==> config.mk <==
export PLATFORM = sky130hd
export DESIGN_NAME = seven_seg_scan
export DESIGN_NICKNAME = d
export VERILOG_FILES = /design/src/rtl/seven_seg_pkg.sv /design/src/rtl/seven_seg_hex_decode.sv /design/src/rtl/seven_seg_scan.sv
export SDC_FILE = /design/constraint.sdc
export NUM_CORES = 1
export LEC_CHECK = 0
export BUFFER_PORTS_ARGS = -buffer_cell sky130_fd_sc_hd__buf_2
export CAP_MARGIN = 5
export CORE_ASPECT_RATIO = 0.8
export CORE_UTILIZATION = 53
export CTS_BUF_LIST = sky130_fd_sc_hd__clkbuf_4 sky130_fd_sc_hd__clkbuf_8
export DETAILED_ROUTE_END_ITERATION = 16
export GPL_TIMING_DRIVEN = 0
export PLACE_DENSITY = 0.82
export SYNTH_ARGS = -nofsm -noshare
export SYNTH_HDL_FRONTEND = slang
export SYNTH_SLANG_ARGS = --single-unit
==> constraint.sdc <==
create_clock -name clk -period 2.1 [get_ports clk]
set_input_delay 0.42 -clock clk [delete_from_list [all_inputs] [get_ports clk]]
set_output_delay 0.42 -clock clk [all_outputs]
set_load 0.005 [all_outputs]
==> src/rtl/seven_seg_pkg.sv <==
// Shared constants for the seven-segment scanner: hex glyphs, blank pattern
// and a..h bit positions. All patterns here are active-high.
package seven_seg_pkg;

  // Segment bit positions within abcdefgh.
  localparam int unsigned SEG_A = 7;
  localparam int unsigned SEG_B = 6;
  localparam int unsigned SEG_C = 5;
  localparam int unsigned SEG_D = 4;
  localparam int unsigned SEG_E = 3;
  localparam int unsigned SEG_F = 2;
  localparam int unsigned SEG_G = 1;
  localparam int unsigned SEG_H = 0;

  // All segments and decimal point dark.
  localparam logic [7:0] SEG_OFF = 8'h00;

  // a..g glyphs indexed by nibble value; entry 15 is written first.
  localparam logic [15:0][6:0] SEG_HEX = {
    7'b1000111,  // F
    7'b1001111,  // E
    7'b0111101,  // d
    7'b1001110,  // C
    7'b0011111,  // b
    7'b1110111,  // A
    7'b1111011,  // 9
    7'b1111111,  // 8
    7'b1110000,  // 7
    7'b1011111,  // 6
    7'b1011011,  // 5
    7'b0110011,  // 4
    7'b1111001,  // 3
    7'b1101101,  // 2
    7'b0110000,  // 1
    7'b1111110   // 0
  };

endpackage

==> src/rtl/seven_seg_hex_decode.sv <==
// Combinational nibble to a..g decoder (active-high).
module seven_seg_hex_decode
  import seven_seg_pkg::*;
(
  input  logic [3:0] nibble,
  output logic [6:0] seg
);

  assign seg = SEG_HEX[nibble];

endmodule

==> src/rtl/seven_seg_scan.sv <==
// Multiplexed seven-segment scanner with shadow/display double buffering,
// leading-zero blanking and optional digit PWM dimming.
// Build option: define SEVEN_SEG_SCAN_PWM_EN to add the brightness input,
// which gates the digit enable to the first (brightness+1)/16 of each slot.
module seven_seg_scan
  import seven_seg_pkg::*;
#(
  parameter int N_DIGITS    = 4,
  parameter int REFRESH_DIV = 1024,
  parameter bit ACTIVE_LOW  = 1'b1
) (
  input  logic                  clk,
  input  logic                  rst,
  input  logic [4*N_DIGITS-1:0] value,
  input  logic [N_DIGITS-1:0]   dots,
  input  logic                  load,
  input  logic                  blank_lz,
`ifdef SEVEN_SEG_SCAN_PWM_EN
  input  logic [3:0]            brightness,
`endif
  output logic [7:0]            abcdefgh,
  output logic [N_DIGITS-1:0]   digit,
  output logic                  frame_done
);

  localparam int DIV_W = (REFRESH_DIV > 1) ? $clog2(REFRESH_DIV) : 1;
  localparam int IDX_W = (N_DIGITS > 1) ? $clog2(N_DIGITS) : 1;

  localparam logic [7:0]          SEG_IDLE = ACTIVE_LOW ? ~SEG_OFF : SEG_OFF;
  localparam logic [N_DIGITS-1:0] DIG_IDLE = ACTIVE_LOW ? '1 : '0;

  logic [DIV_W-1:0]      div;
  logic [IDX_W-1:0]      idx;
  logic [4*N_DIGITS-1:0] shadow_v, disp_v;
  logic [N_DIGITS-1:0]   shadow_d, disp_d;

  logic                  div_tc, wrap;
  logic [3:0]            cur_nib;
  logic                  cur_dp, cur_lz, blank;
  logic [N_DIGITS-1:0]   lz;
  logic [6:0]            seg7;
  logic [7:0]            seg_ah;
  logic [N_DIGITS-1:0]   dig_ah;
  logic                  dig_on;

  assign div_tc     = (div == DIV_W'(REFRESH_DIV - 1));
  assign wrap       = div_tc && (idx == IDX_W'(N_DIGITS - 1));
  assign frame_done = wrap && !rst;

  // Slot divider and scan index; reset restarts a full slot on digit 0.
  always_ff @(posedge clk) begin
    if (rst) begin
      div <= '0;
      idx <= '0;
    end else if (div_tc) begin
      div <= '0;
      idx <= (idx == IDX_W'(N_DIGITS - 1)) ? '0 : idx + IDX_W'(1);
    end else begin
      div <= div + DIV_W'(1);
    end
  end

  // Shadow captures every load; display only picks it up at the frame wrap,
  // so a load on the wrap cycle shows from the frame after next.
  always_ff @(posedge clk) begin
    if (rst) begin
      shadow_v <= '0;
      shadow_d <= '0;
      disp_v   <= '0;
      disp_d   <= '0;
    end else begin
      if (load) begin
        shadow_v <= value;
        shadow_d <= dots;
      end
      if (wrap) begin
        disp_v <= shadow_v;
        disp_d <= shadow_d;
      end
    end
  end

  // Leading-zero map: lz[i] set when nibbles N_DIGITS-1 down to i are zero.
  always_comb begin
    logic acc;
    acc = 1'b1;
    lz  = '0;
    for (int i = N_DIGITS - 1; i >= 0; i--) begin
      acc   = acc && (disp_v[4*i +: 4] == 4'h0);
      lz[i] = acc;
    end
  end

  // Select the scanned digit's nibble, dp and blanking state; one-hot enable.
  always_comb begin
    cur_nib = 4'h0;
    cur_dp  = 1'b0;
    cur_lz  = 1'b0;
    dig_ah  = '0;
    for (int i = 0; i < N_DIGITS; i++) begin
      if (idx == IDX_W'(i)) begin
        cur_nib   = disp_v[4*i +: 4];
        cur_dp    = disp_d[i];
        cur_lz    = lz[i];
        dig_ah[i] = 1'b1;
      end
    end
  end

  seven_seg_hex_decode u_dec (
    .nibble (cur_nib),
    .seg    (seg7)
  );

  assign blank  = blank_lz && (idx != '0) && cur_lz;
  assign seg_ah = {blank ? 7'b0 : seg7, cur_dp};

`ifdef SEVEN_SEG_SCAN_PWM_EN
  logic [31:0] pwm_thr;
  assign pwm_thr = ((32'(brightness) + 32'd1) * 32'(REFRESH_DIV)) >> 4;
  assign dig_on  = (32'(div) < pwm_thr);
`else
  assign dig_on  = 1'b1;
`endif

  // Registered drive: segments and digit move together one cycle after idx.
  always_ff @(posedge clk) begin
    if (rst) begin
      abcdefgh <= SEG_IDLE;
      digit    <= DIG_IDLE;
    end else begin
      abcdefgh <= ACTIVE_LOW ? ~seg_ah : seg_ah;
      digit    <= ACTIVE_LOW ? ~(dig_on ? dig_ah : '0) : (dig_on ? dig_ah : '0);
    end
  end

endmodule

After elaboration in Yosys (flattened, before gate mapping)
Memory sizes are Yosys's and may differ from the RTL's.
Index checks and enable logic that the tools add are counted.
- $add $sub $neg: 2
- magnitude comparators: 1
- equal/unequal tests: 4
- multiplexer cells: 19
- bitwise gates (word level): 2
- reductions and logical operators: 15
- operators with widths (operator ; number):
    $logic_not A4 Y1 ; 4
    $mux W4 ; 4
    $mux W7 ; 2
    $mux W1 ; 12
    $add A10 B1 Y10 const B ; 1
    $eq A10 B10 Y1 const B ; 1
    $not A8 Y8 ; 1
    $logic_and A1 B1 Y1 ; 7
    $lt A4 B5 Y1 const B ; 1
    $eq A2 B2 Y1 const B ; 2
    $not A4 Y4 ; 1
    $add A2 B1 Y2 const B ; 1
    $eq A2 B1 Y1 const B ; 1
    $logic_not A2 Y1 ; 1
    $mux W2 ; 1
    $reduce_bool A2 Y1 ; 1
    $reduce_or A2 Y1 ; 1
    $logic_not A1 Y1 ; 1
- register bits: 64
- bits in read-only memories: 112
- bits of input ports: 24
- memories kept: 1
- memories (memory ; words ; bits a word ; rd ports ; clocked after Yosys merged registers in ; write ports ; line ; source):
    (no name shown) ; 16 ; 7 ; 1 ; 0 ; 0 ; seven_seg_hex_decode.sv:9 ; assign seg = SEG_HEX[nibble];

Longest topological paths before layout
- depth after elaboration: 11
- depth in mapped cells: 10
- depth with buffers taken out: 10

By module
A second synthesis with hierarchy kept.
- cells, all modules: 313
- area, all modules: 2812.7 sq um
- modules (own cells, without submodules) (module ; times used ; cells each ; area each (sq um) ; seq. area each (sq um)):
    seven_seg_scan ; 1 ; 280 ; 2524.9 ; 1281.2
    seven_seg_hex_decode ; 1 ; 33 ; 287.8 ; 0.0

Worst setup path after synthesis
No wires, ideal clock.
- path kind: reg-to-reg
- from: register idx[1]
- to: register abcdefgh[4]
- setup time: 0.130 ns
- arrival time: 1.977 ns
- data required time: 1.970 ns
- path slack: -0.007 ns
- cell stages (with the launch flop): 11
- period minus slack after synthesis: 2.107 ns
- path through: dfxtp_1 -> inv_1 -> ha_1 -> buf_4 -> nand3b_1 -> a221oi_4 -> inv_1 -> ha_1 -> a21oi_1 -> a22o_1 -> nand2_1
- cells in the longest elaborated chain, start to end: 9
- ends and longest elaborated chain (what ; line ; source):
    start: declaration ; seven_seg_scan.sv:33 ; logic [IDX_W-1:0] idx;
    start signal: assignment ; seven_seg_scan.sv:57 ; idx <= (idx == IDX_W'(N_DIGITS - 1)) ? '0 : idx + IDX_W'(1);
    $logic_not A2 Y1 ; seven_seg_scan.sv:101 ; if (idx == IDX_W'(i)) begin
    $mux W4 (4 in series) ; seven_seg_scan.sv:101 ;
    $mem_v2 Z16 W7 ; - ;
    $mux W7 (implied by the code) ; seven_seg_hex_decode.sv:9 ;
    $mux W7 (*) ; seven_seg_scan.sv:116 ; assign seg_ah = {blank ? 7'b0 : seg7, cur_dp};
    $not A8 Y8 (*) ; seven_seg_scan.sv:132 ; abcdefgh <= ACTIVE_LOW ? ~seg_ah : seg_ah;
    end signal: assignment ; seven_seg_scan.sv:132 ;
    end: declaration ; seven_seg_scan.sv:21 ; output logic [7:0] abcdefgh,
Every way passes the cells marked *; elsewhere a longest branch is shown, timed or not. The select of a mux whose other input is x is not followed.
A chain may end at the register's enable or synchronous reset.

Worst setup path after layout
- from: register idx[1]
- to: register abcdefgh[3]
The elaborated chain is that of the path after synthesis.

==> impl_metrics.json <==
{
  "outcome": "finished, violations left",
  "violations": "negative setup slack",
  "skew_ps": 8.129,
  "r2r_cells": 9,
  "relSlewSlack": 0.6544,
  "io_buffers": 35,
  "p_sw_frac": 0.2133,
  "fin_crit_sh": 1.023,
  "cts_buffers": 9,
  "critical_path.top_delay_family": "compound AO/OA/AOI/OAI gates",
  "avgViaCountPerCell": 5.723,
  "start_kind": "flip-flop",
  "fin_cells": 383,
  "grt_max_degree": 12,
  "start_util": 0.5643,
  "finalWirelength_um": 6518,
  "path_depth": 9,
  "die_x_um": 81.15,
  "clk_path_buf_depth": 2,
  "dieArea_um2": 5301,
  "cp_max_fo": 5,
  "hold_viol": 0,
  "diodes": 0,
  "critPathArrivalTime_ps": 2410,
  "synth_top_family_by_area": "simple AND/OR/NAND/NOR gates",
  "comb_power_share": 0.044,
  "synth_cell_types": 43,
  "antenna_found_initial": 0,
  "power.density_nw_per_um2": 753.9,
  "clock_power_share": 0.470,
  "netlist_area_um2": 2656,
  "worst_pin_slew_ps": 516.5,
  "ir_drop_mv": 0.6131,
  "cts_tree": "yes",
  "synth_edf_count": 0,
  "track_usage": 0.2396,
  "synth_mux_area_frac": 0.08667,
  "ant_nets": 0,
  "path_buf_inv": 3,
  "first_iter_violations": 167,
  "grt_pass1_vias": 2007,
  "synth_ff_type": "dfxtp_1",
  "grt-ovfl-total": 0,
  "placed_area_um2": 2907,
  "syn-num-nets": 290,
  "end_kind": "flip-flop",
  "yosys_warnings": 0,
  "sequentialPowerShare": 0.486,
  "r2r-end": "abcdefgh[3]",
  "vias": 2192,
  "slew_viol_final": 0,
  "dr.pass1.iters": 4,
  "rsz0062_at_grt": "true",
  "required_ps": 2360,
  "synthTopCellsByArea": "dfxtp_1, mux2i_1, a22o_1",
  "io_pins": 37,
  "cts-htree-levels": 3,
  "ys_seq_area_frac": 0.4823,
  "synth_cells": 255,
  "rows": 22,
  "power.internal_mw": 2.050,
  "cts_num_sinks": 64,
  "gp_congestion": 0.8506,
  "cts-root-buf": "clkbuf_8",
  "synth_top_area_cell": "dfxtp_1",
  "power.switching_mw": 0.5559,
  "areaGrowthSynthToFinish_pct": 30.15,
  "coreArea_um2": 4707,
  "drive_gt1_frac": 0.3437,
  "whs_path_depth": 3,
  "ys_ff_latch": 64,
  "worstReg2RegStart": "idx[1]",
  "routedWlPerCell_um": 17.02,
  "synth_adder_area_share": 0.05181,
  "crit_slowest_cell": "dfxtp_4",
  "fmax_mhz": 465.5,
  "drc": 0,
  "hold_end": "shadow_d[3]",
  "hp-class": "input pin to flip-flop",
  "yosys.area.top_type_share": 0.4823,
  "synth_compound_area_frac": 0.1517,
  "dp.final_hpwl_um": 3595,
  "setup_viol": 5,
  "hp-start": "dots[3]",
  "synth_area_per_cell_um2": 10.42,
  "crit_chain": "inv_4, ha_4, buf_6, nand3b_1, a221oi_4, buf_4, ha_1, mux2i_1, o221ai_1",
  "leakage_nw": 1.459,
  "fin_crit_ps": 2148,
  "clk_pin_slew_ps": 70,
  "synth_common_cells": "dfxtp_1, nor2_1, mux2i_1, a22o_1, nand2_1",
  "clk_latency_ps": 350,
  "dp.cells": 350,
  "final_cell_area_um2": 3457,
  "r2r_setup_slack_ps": -50,
  "setup_ws_ps": -48.04,
  "synth-xor-area-share": 0.02967,
  "synthSimpleGateAreaFrac": 0.1625,
  "grt_pass1_wl_um": 9252,
  "yosysMostFrequentCell": "dfxtp_1",
  "die_height_um": 65.32,
  "cp_slowest_stage_delay_ps": 400,
  "path_class": "flip-flop to flip-flop",
  "maxCapViolCount": 0,
  "nets": 353,
  "async_flop_share": 0
}
stage by stage:
stage / hold slack (ps) / util / setup TNS, ps / setup WS [ps] / power [mW]
4_1_cts: 293.7 / 0.7002 / 0 / 11.56 / 2.618
6_report: 304.4 / 0.7345 / -164.7 / -48.04 / 2.606
5_1_grt: 315.5 / 0.7345 / -550.0 / -119.7 / 2.702
3_5_place_dp: 452.5 / 0.6175 / -1800 / -353.4 / 1.407
2_1_floorplan: 425.8 / - / 0 / 4.604 / 1.358
3_3_place_gp: 440.6 / 0.6175 / -1397 / -284.7 / 1.401
cells by family after synthesis:
| family | Yosys count |
|---|---|
| xor+xnor | 9 |
| compound gates | 47 |
| simple gates | 82 |
| flops | 64 |
| fa+ha+maj | 11 |
| buf+inv | 19 |
| mux | 23 |
power groups by stage:
stage	clock, mW	sequential, mW	combinational [mW]
2_1_floorplan	0	1.29	0.0676
3_3_place_gp	0	1.29	0.108
3_5_place_dp	0	1.29	0.112
4_1_cts	1.24	1.27	0.115
5_1_grt	1.30	1.27	0.131
6_report	1.22	1.27	0.115
area by class of cell:
| class | count | area (um2) |
|---|---|---|
| buffer | 11 | 71.32 |
| clock buffer | 12 | 158.9 |
| clock inverter | 4 | 76.32 |
| fill | 314 | 1250 |
| inverter | 8 | 32.53 |
| multi-input combinational | 172 | 1448 |
| sequential | 64 | 1291 |
| tap | 60 | 75.07 |
| timing repair buffer | 52 | 304.0 |
worst register-to-register path, stage by stage (launching register included):
cell and delay [ps]:
dfxtp_4 400, inv_4 60, ha_4 170, buf_6 130, nand3b_1 220, a221oi_4 350, buf_4 190, ha_1 260
mux2i_1 120, o221ai_1 180
registers in the layout (all words and copies together) (netlist names):
signal and flops:
idx 2, div 10, shadow_v 16, digit 4
disp_d 4, disp_v 16, abcdefgh 8, shadow_d 4
routing by layer:
metal	track usage	wire length (um)	up-vias
met1	0.2948	2853	1039
met5	0	0	-
met2	0.3782	3027	91
met4	0.1138	209	0
li1	-	-	1034
met3	0.07639	428	28
worst max path at each step:
stage	start	endpoint	slack, ps
after global routing	idx[1]	abcdefgh[1]	-120
after floorplan	idx[1]	abcdefgh[4]	5
final	idx[1]	abcdefgh[3]	-50
after global placement	idx[0]	abcdefgh[3]	-280
after CTS	div[1]	frame_done	10
after detailed placement	idx[0]	abcdefgh[3]	-350
cell usage in the layout (no fill, tap or decap), types with 4 or more instances in the layout:
cell type,n
buf_6,4
clkbuf_8,11
inv_1,5
buf_2,39
xor2_1,5
nor2_1,34
xnor2_1,4
nand3b_1,4
mux2i_1,22
a22o_1,21
or2b_1,4
nand2_1,13
ha_4,7
a21oi_1,7
o221ai_1,5
buf_4,16
dfxtp_1,60
clkbuf_1,4
what timing repair did:
action	CTS	global route
endpoints found under the setup margin	8	8
hold buffers	0	0
gates resized for setup	21	18
setup buffers	8	8
cloned	0	1
pin swaps	4	8
Power figures use the tool's default switching activity.
